## src/rtl/pkt_mem_writer.sv

```systemverilog
// Write-side controller for the circular packet register file: stores framed
// byte streams, issues commit descriptors and drops bad or overflowing packets.
module pkt_mem_writer #(
  parameter int unsigned pBITS    = 8,
  parameter int unsigned pDEPTH   = 3072,
  parameter int unsigned pADDR    = 12,
  parameter int unsigned pMAX_LEN = 1518,
  parameter int unsigned pCNT     = 16
) (
  input  logic             iclk,
  input  logic             irst,
  input  logic [pBITS-1:0] idata,
  input  logic             ivalid,
  input  logic             isop,
  input  logic             ieop,
  input  logic             irel_valid,
  input  logic [pADDR-1:0] irel_len,
  output logic             owr_en,
  output logic [pADDR-1:0] ow_addr,
  output logic [pBITS-1:0] ow_data,
  output logic             odesc_valid,
  output logic [pADDR-1:0] odesc_addr,
  output logic [pADDR-1:0] odesc_len,
  output logic [pADDR:0]   ofree,
  output logic [pCNT-1:0]  odrop_cnt
);

  localparam int unsigned FW = pADDR + 2;
  localparam int unsigned LW = pADDR + 1;
  localparam logic [FW-1:0]    DEPTH_F = FW'(pDEPTH);
  localparam logic [pADDR-1:0] LAST    = pADDR'(pDEPTH - 1);
  localparam logic [LW-1:0]    MAXL    = LW'(pMAX_LEN);

  typedef enum logic [1:0] {ST_IDLE, ST_WRITE, ST_DROP} state_t;

  state_t           state_q, state_d;
  logic [pADDR-1:0] wptr_q, wptr_d;
  logic [pADDR-1:0] start_q, start_d;
  logic [LW-1:0]    len_q, len_d;
  logic [FW-1:0]    free_q, free_d;
  logic [pCNT-1:0]  drop_cnt_q, drop_cnt_d;
  logic             wr_en_q, wr_en_d;
  logic [pADDR-1:0] w_addr_q, w_addr_d;
  logic [pBITS-1:0] w_data_q, w_data_d;
  logic             desc_valid_q, desc_valid_d;
  logic [pADDR-1:0] desc_addr_q, desc_addr_d;
  logic [pADDR-1:0] desc_len_q, desc_len_d;

  logic [FW-1:0]    avail, avail_c, restore, sum;
  logic [pADDR-1:0] base;
  logic [1:0]       drops;
  logic [pCNT:0]    cnt_ext;

  function automatic logic [pADDR-1:0] ptr_inc(input logic [pADDR-1:0] a);
    return (a == LAST) ? '0 : a + pADDR'(1);
  endfunction

  always_comb begin
    state_d      = state_q;
    wptr_d       = wptr_q;
    start_d      = start_q;
    len_d        = len_q;
    wr_en_d      = 1'b0;
    w_addr_d     = w_addr_q;
    w_data_d     = w_data_q;
    desc_valid_d = 1'b0;
    desc_addr_d  = desc_addr_q;
    desc_len_d   = desc_len_q;
    restore      = '0;
    drops        = '0;
    base         = wptr_q;

    avail   = free_q + (irel_valid ? FW'(irel_len) : '0);
    avail_c = (avail > DEPTH_F) ? DEPTH_F : avail;

    if (ivalid) begin
      if (isop) begin
        // an open packet is abandoned; the new one reuses its start address
        if (state_q == ST_WRITE) begin
          restore = FW'(len_q);
          drops   = 2'd1;
          base    = start_q;
        end
        if ((avail_c + restore) == '0) begin
          drops   = drops + 2'd1;
          wptr_d  = base;
          state_d = ieop ? ST_IDLE : ST_DROP;
        end else begin
          wr_en_d  = 1'b1;
          w_addr_d = base;
          w_data_d = idata;
          wptr_d   = ptr_inc(base);
          start_d  = base;
          len_d    = LW'(1);
          state_d  = ieop ? ST_IDLE : ST_WRITE;
          if (ieop) begin
            desc_valid_d = 1'b1;
            desc_addr_d  = base;
            desc_len_d   = pADDR'(1);
          end
        end
      end else if (state_q == ST_WRITE) begin
        if (len_q >= MAXL || avail_c == '0) begin
          restore = FW'(len_q);
          drops   = 2'd1;
          wptr_d  = start_q;
          state_d = ieop ? ST_IDLE : ST_DROP;
        end else begin
          wr_en_d  = 1'b1;
          w_addr_d = wptr_q;
          w_data_d = idata;
          wptr_d   = ptr_inc(wptr_q);
          len_d    = len_q + LW'(1);
          if (ieop) begin
            desc_valid_d = 1'b1;
            desc_addr_d  = start_q;
            desc_len_d   = pADDR'(len_q + LW'(1));
            state_d      = ST_IDLE;
          end
        end
      end else if (state_q == ST_DROP && ieop) begin
        state_d = ST_IDLE;
      end
    end

    sum    = avail_c + restore - (wr_en_d ? FW'(1) : '0);
    free_d = (sum > DEPTH_F) ? DEPTH_F : sum;

    cnt_ext    = {1'b0, drop_cnt_q} + (pCNT + 1)'(drops);
    drop_cnt_d = cnt_ext[pCNT] ? '1 : cnt_ext[pCNT-1:0];
  end

  always_ff @(posedge iclk) begin
    if (irst) begin
      state_q      <= ST_IDLE;
      wptr_q       <= '0;
      start_q      <= '0;
      len_q        <= '0;
      free_q       <= DEPTH_F;
      drop_cnt_q   <= '0;
      wr_en_q      <= 1'b0;
      w_addr_q     <= '0;
      w_data_q     <= '0;
      desc_valid_q <= 1'b0;
      desc_addr_q  <= '0;
      desc_len_q   <= '0;
    end else begin
      state_q      <= state_d;
      wptr_q       <= wptr_d;
      start_q      <= start_d;
      len_q        <= len_d;
      free_q       <= free_d;
      drop_cnt_q   <= drop_cnt_d;
      wr_en_q      <= wr_en_d;
      w_addr_q     <= w_addr_d;
      w_data_q     <= w_data_d;
      desc_valid_q <= desc_valid_d;
      desc_addr_q  <= desc_addr_d;
      desc_len_q   <= desc_len_d;
    end
  end

  assign owr_en      = wr_en_q;
  assign ow_addr     = w_addr_q;
  assign ow_data     = w_data_q;
  assign odesc_valid = desc_valid_q;
  assign odesc_addr  = desc_addr_q;
  assign odesc_len   = desc_len_q;
  assign ofree       = free_q[pADDR:0];
  assign odrop_cnt   = drop_cnt_q;

endmodule

```

## config.mk

```make
export PLATFORM = sky130hd
export DESIGN_NAME = pkt_mem_writer
export DESIGN_NICKNAME = d
export VERILOG_FILES = /design/src/rtl/pkt_mem_writer.sv
export SDC_FILE = /design/constraint.sdc
export NUM_CORES = 1
export LEC_CHECK = 0
export BUFFER_PORTS_ARGS = -buffer_cell sky130_fd_sc_hd__buf_4
export CAP_MARGIN = 10
export CORE_UTILIZATION = 60
export DETAILED_ROUTE_END_ITERATION = 16
export PLACE_DENSITY = 0.82
export RECOVER_POWER = 100
export REMOVE_ABC_BUFFERS = 1
export SYNTH_ARGS = -nofsm -noshare
export SYNTH_HDL_FRONTEND = slang
export SYNTH_SLANG_ARGS = --single-unit
```

## constraint.sdc

```tcl
create_clock -name iclk -period 25.9 [get_ports iclk]
set_clock_uncertainty 0.1 [all_clocks]
set_input_delay 5.18 -clock iclk [delete_from_list [all_inputs] [get_ports iclk]]
set_output_delay 5.18 -clock iclk [all_outputs]
set_load 0.01 [all_outputs]
```

---- Yosys cells after proc, flatten, opt, wreduce, memory -nomap -nowiden ----
Cells that the tools add are included.
storage, ports and cells
  bits in registers ....................... 115
  input port bits ......................... 26
cells by class
  add/subtract/negate cells ............... 9
  $lt $le $gt $ge ......................... 3
  equality and inequality tests ........... 7
  muxes and demuxes ....................... 70
  bitwise gates (word level) .............. 2
  reductions and logical operators ........ 13
operators with widths
  operator               count
  $mux 12                26
  $mux 13                7
  $mux 14                5
  $mux 8                 4
  $add 14x14->14         2
  $gt 14x12->1 const B   2
  $logic_not 14->1       2
  $add 12x1->12 const B  2
  $eq 12x12->1 const B   2
  $mux 2                 12
  $add 16x2->17          1
  $mux 16                1
  $mux 1                 15
  $add 14x12->14         1
  $sub 14x1->14          1
  $add 13x1->13 const B  1
  $ge 13x11->1 const B   1
  $reduce_and 3->1       2
  $reduce_and 5->1       1
  $ne 2x2->1 const B     2
  $ne 4x3->1 const B     1
  $reduce_and 4->1       1
  $reduce_or 2->1        2
  $reduce_bool 3->1      1
  8 further kinds        9

---- Longest topological paths before layout ----
  depth after elaboration ................. 14
  mapped depth ............................ 46
  depth with buffers taken out ............ 44

---- Least setup slack after synthesis ----
Ideal clock, no wire load.
  path type ............................... input-to-reg
  from .................................... input port irel_valid
  to ...................................... register free_q[6]
  arrival ................................. 14.049 ns
  slack ................................... 11.673 ns
  stages .................................. 45
  buffers on the path ..................... 2
  cells stage by stage .................... clkbuf_1 -> and2_1 -> ha_1 -> inv_1 -> fa_1 -> nor2b_1 -> o21ai_2 -> xnor2_1 -> nor4bb_1 -> or4b_1 -> o311ai_1 -> and3_1 -> ha_1 -> inv_1 -> fa_1 -> maj3_1 -> a21oi_1 -> o21bai_1 -> [9 not listed] -> inv_1 -> ha_1 -> inv_1 -> fa_1 -> nor2b_1 -> o21ai_0 -> a21oi_1 -> o21ai_0 -> a21boi_0 -> o21ai_0 -> a21boi_0 -> o21ai_0 -> a21boi_0 -> o21a_1 -> o211ai_1 -> nor2_1 -> nand2_1 -> nor3_1
between the ends
  cells in the longest elaborated chain, start to end .. 14
  elaborated cells between the ends (all ways) .. 22
  those cells by class .................... 4 x add/sub; 2 x order compare; 12 x mux; 4 x reduce/logical
RTL lines
  item                                                                    RTL line  RTL
  start: declaration                                                      16        input logic irel_valid,
  $mux 12 *                                                               73        avail = free_q + (irel_valid ? FW'(irel_len) : '0);
  $add 14x12->14 *                                                        73
  $gt 14x12->1                                                            74        avail_c = (avail > DEPTH_F) ? DEPTH_F : avail;
  $mux 14 *                                                               74
  parallel branches: the longest is 4 deep, another holds $add 14x14->14  --
  $mux 1 *                                                                77        if (isop) begin
  $mux 1 *                                                                76        if (ivalid) begin
  named net wr_en_d                                                       42        logic wr_en_q, wr_en_d;
  $mux 1 *                                                                126       sum = avail_c + restore - (wr_en_d ? FW'(1) : '0);
  $sub 14x1->14 *                                                         126
  $gt 14x12->1                                                            127       free_d = (sum > DEPTH_F) ? DEPTH_F : sum;
  $reduce_or 2->1 (no source line)                                        --
  end signal: assignment                                                  152       free_q <= free_d;
  end: declaration                                                        40        logic [FW-1:0] free_q, free_d;
Mark *: on every way through the listed nets, which the timed path passes.
A chain may end at the register's enable or synchronous reset.

---- Worst setup path in the final report ----
  from .................................... input port irel_valid
  to ...................................... register free_q[6]
between the ends
  cells in the longest elaborated chain, start to end .. 14
  elaborated cells between the ends (all ways) .. 22
  those cells by class .................... 4 x add/sub; 2 x order compare; 12 x mux; 4 x reduce/logical
RTL lines
  item                                             RTL line  RTL
  $mux 12 *                                        73
  $add 14x12->14 *                                 73
  $gt 14x12->1                                     74
  $mux 14 *                                        74
  $logic_not 14->1                                 103       if (len_q >= MAXL || avail_c == '0) begin
  $logic_or 1x1->1                                 103
  $mux 13 / $mux 1 (equally long branches)         103
  $mux 13 / $mux 1 (equally long branches)         102       end else if (state_q == ST_WRITE) begin
  $mux 14 / $mux 1 (equally long branches)         77
  $mux 14 / $mux 1 (equally long branches)         76
  $add 14x14->14 / $mux 1 (equally long branches)  126
  $sub 14x1->14 *                                  126
  $gt 14x12->1                                     127
  $reduce_or 2->1 (no source line)                 --
Mark *: on every way between the ends. The rest lies on a longest branch, timed or not.

==> impl_metrics.toml <==
[synthesis]
async_reset_ff_frac = 0
synth_top_cell_by_area = "dfxtp_1"
synth.most_common_cell = "nand2_1"
synth_edf_count = 0
yosys_warnings = 0
synth_common_cells = "126 x nand2_1, 115 x dfxtp_1, 103 x a21oi_1"
postSynthAreaPerCell_um2 = 7.62
yosysSeqAreaShare = 0.284
synth_top_area_share = 0.284
synth.area.top_cells = "dfxtp_1 28%, ha_1 7.7%, a21oi_1 6.4%"
ys_seq_elements = 115
netlist_instances = 1063
synthFlopType = "dfxtp_1"
synth_area_um2 = 8110
ys_types = 77

[placement]
port-buffer-count = 100
gp_congestion = 0.946
hpwl_um = 15100

[setup_path]
slowest_delay_ns = 0.71
cp_common_cell = "o21ai_0"
worstReg2RegStart = "free_q[0]$_SDFF_PP0_"
cp_max_fo = 24
worst-path-buf-inv = 6
crit_arrival_ns = 16.76
endpoint_kind = "flop"
worstSetupPathType = "input pin to flop"
critical_path_depth = 44
cp-start-kind = "input pin"
r2r_slack_ns = 14.21
timing.rr.end = "free_q[6]$_SDFF_PP0_"
crit_family = "compound AO/OA/AOI/OAI gates"
cpMaxStageDelayCell = "o311ai_0"
r2r_cells = 42
cp_data_required_time_ns = 26.13

[drt]
wl_per_cell_um = 16.6
avgViaCountPerCell = 6.16
drt_pass1_iterations = 5
wirelength_um = 21700
post-route-drc-count = 0
drtIter0Drc = 495
vias = 8072
drtAntennaViolNets = 0

[sta]
worst_pin_slew_ns = 1.65
fin_hold_ws_ns = 0.353
tns_ns = 0
final-setup-viol-count = 0
fmax_ghz = 0.0605
period_needed_ns = 16.53
min_period_over_period = 0.638
rsz0062_at_grt = "no"
maxSlewViolCount = 58
final_hold_viol_count = 0
slew_headroom = -0.100

[clock_tree]
cts_setup_buffers = 0
cts_hold_buf = 0
htree_levels = 4
cts.sinks = 115
post_cts_resize_count = 0
root_buffer = "clkbuf_16"
clock_latency_ns = 0.42
cts_buffer_depth = 2
clkTransAtPathRegs_ns = 0.05
cts_buffers = 17
cts_tree = "built"

[grt]
grt_pass1_vias = 7519
grt_max_degree = 56
grt.overflow.total = 0
antenna_found_initial = 0
grt_pass1_wl_um = 35600
grt.total_usage = 0.312

[floorplanning]
rows = 42
die_w_um = 118
start_util = 0.614
die_h_um = 118
core_um2 = 13200
io_pins = 101
dieArea_um2 = 14000

[cells_and_area]
drive_gt1_frac = 0.0590
fillCellCount = 1135
nets = 1203
seq_area_um2 = 2300
fin_util = 0.690
synthToLayoutAreaGrowth_pct = 12.3
multi_input_area_um2 = 5220
antenna_cells = 0

[min_path]
min_path_cells = 2
hold_end = "ow_addr[5]$_SDFFE_PP0P_"
hold_class = "flop to flop"
hold_start = "ow_addr[5]$_SDFFE_PP0P_"

[pwr]
p_leak_nw = 3.60
ir_drop_uv = 48.4
p_per_area_nw_per_um2 = 59.5

[run_status]
violations = "capacitance limit, slew limit"
status = "complete, but fails checks"

[flow_run]
maxCapViolations = 2
==> worst register-to-register path: cells and delay by family (launching register included) <==
kind | cells | cell delay [ns]
multiplexers | 2 | 0.41
AO/OA/AOI/OAI | 16 | 3.99
buffers and inverters | 5 | 0.76
AND/OR/NAND/NOR | 9 | 2.72
XOR/XNOR | 1 | 0.23
flip-flops | 1 | 0.40
adder cells (fa/ha/maj) | 9 | 2.98
==> area by class of cell <==
type                       count  share of cell area
clock buffer                  22              0.0510
timing repair buffer         105              0.0544
multi-input combinational    819               0.574
sequential                   115               0.253
clock inverter                 9              0.0169
tap                          176              0.0242
inverter                      65              0.0268
==> cells in the final DEF (no fill, tap or decap), types with 8 or more instances in the layout <==
master / instances
a211oi_1: 23
a21o_1: 11
a21oi_1: 103
a31oi_1: 11
and2_1: 23
and3_1: 17
buf_4: 27
clkbuf_1: 81
clkbuf_16: 17
dfxtp_1: 115
ha_1: 50
inv_1: 63
mux2i_1: 15
nand2_1: 126
nand3_1: 35
nand3b_1: 16
nand4_1: 12
nor2_1: 83
nor3_1: 16
o211ai_1: 32
o21ai_0: 58
or3_1: 8
xnor2_1: 32
xor2_1: 27
==> layer usage <==
metal | part of all wire | GRT usage | vias to the layer above
met5 | 0 | 0 | -
met4 | 0.027 | 0.143 | 0
met3 | 0.061 | 0.0627 | 57
met2 | 0.49 | 0.529 | 292
met1 | 0.42 | 0.381 | 3845
li1 | - | - | 3878
==> state kept, by name, summed over array words and instances (netlist names), 2 cells and up <==
signal	count
ow_addr	12
start_q	12
state_q	2
wptr_q	12
odesc_addr	12
odesc_len	12
odrop_cnt	16
len_q	13
ow_data	8
free_q	14
==> per-stage QoR <==
stage               total power [mW]  cells  setup WS, ns  instance area, um2
CTS                            0.545   1311         10.77                9430
detailed placement             0.299   1280         10.54                8810
finish                         0.541   1311          9.37                9100
floorplan                      0.266    999         11.16                7800
global placement               0.297   1280         10.82                8810
global route                   0.563   1311          8.27                9100
==> kinds of logic after synthesis <==
group                    Yosys count  share of synthesized area
other                              2                   0.000927
AO/OA/AOI/OAI                    300                      0.238
buffers and inverters            131                     0.0688
XOR/XNOR                          59                     0.0638
flip-flops                       115                      0.284
adder cells (fa/ha/maj)           57                     0.0908
AND/OR/NAND/NOR                  380                      0.230
multiplexers                      19                     0.0241
==> report_power, final <==
part | switching (mW) | internal, mW | total [mW]
clock | 0.0809 | 0.165 | 0.246
sequential | 0.00643 | 0.184 | 0.190
combinational | 0.0656 | 0.0391 | 0.105
==> worst max-delay path by stage <==
stage	start	slack, ns	end
3_5_place_dp	irel_valid	10.54	free_q[6]$_SDFF_PP0_
2_1_floorplan	irel_len[0]	11.16	free_q[6]$_SDFF_PP0_
6_report	irel_valid	9.37	free_q[6]$_SDFF_PP0_
3_3_place_gp	irel_valid	10.82	free_q[6]$_SDFF_PP0_
4_1_cts	irel_valid	10.77	free_q[6]$_SDFF_PP0_
5_1_grt	irel_valid	8.27	free_q[6]$_SDFF_PP0_
Power figures use the tool's default switching activity.
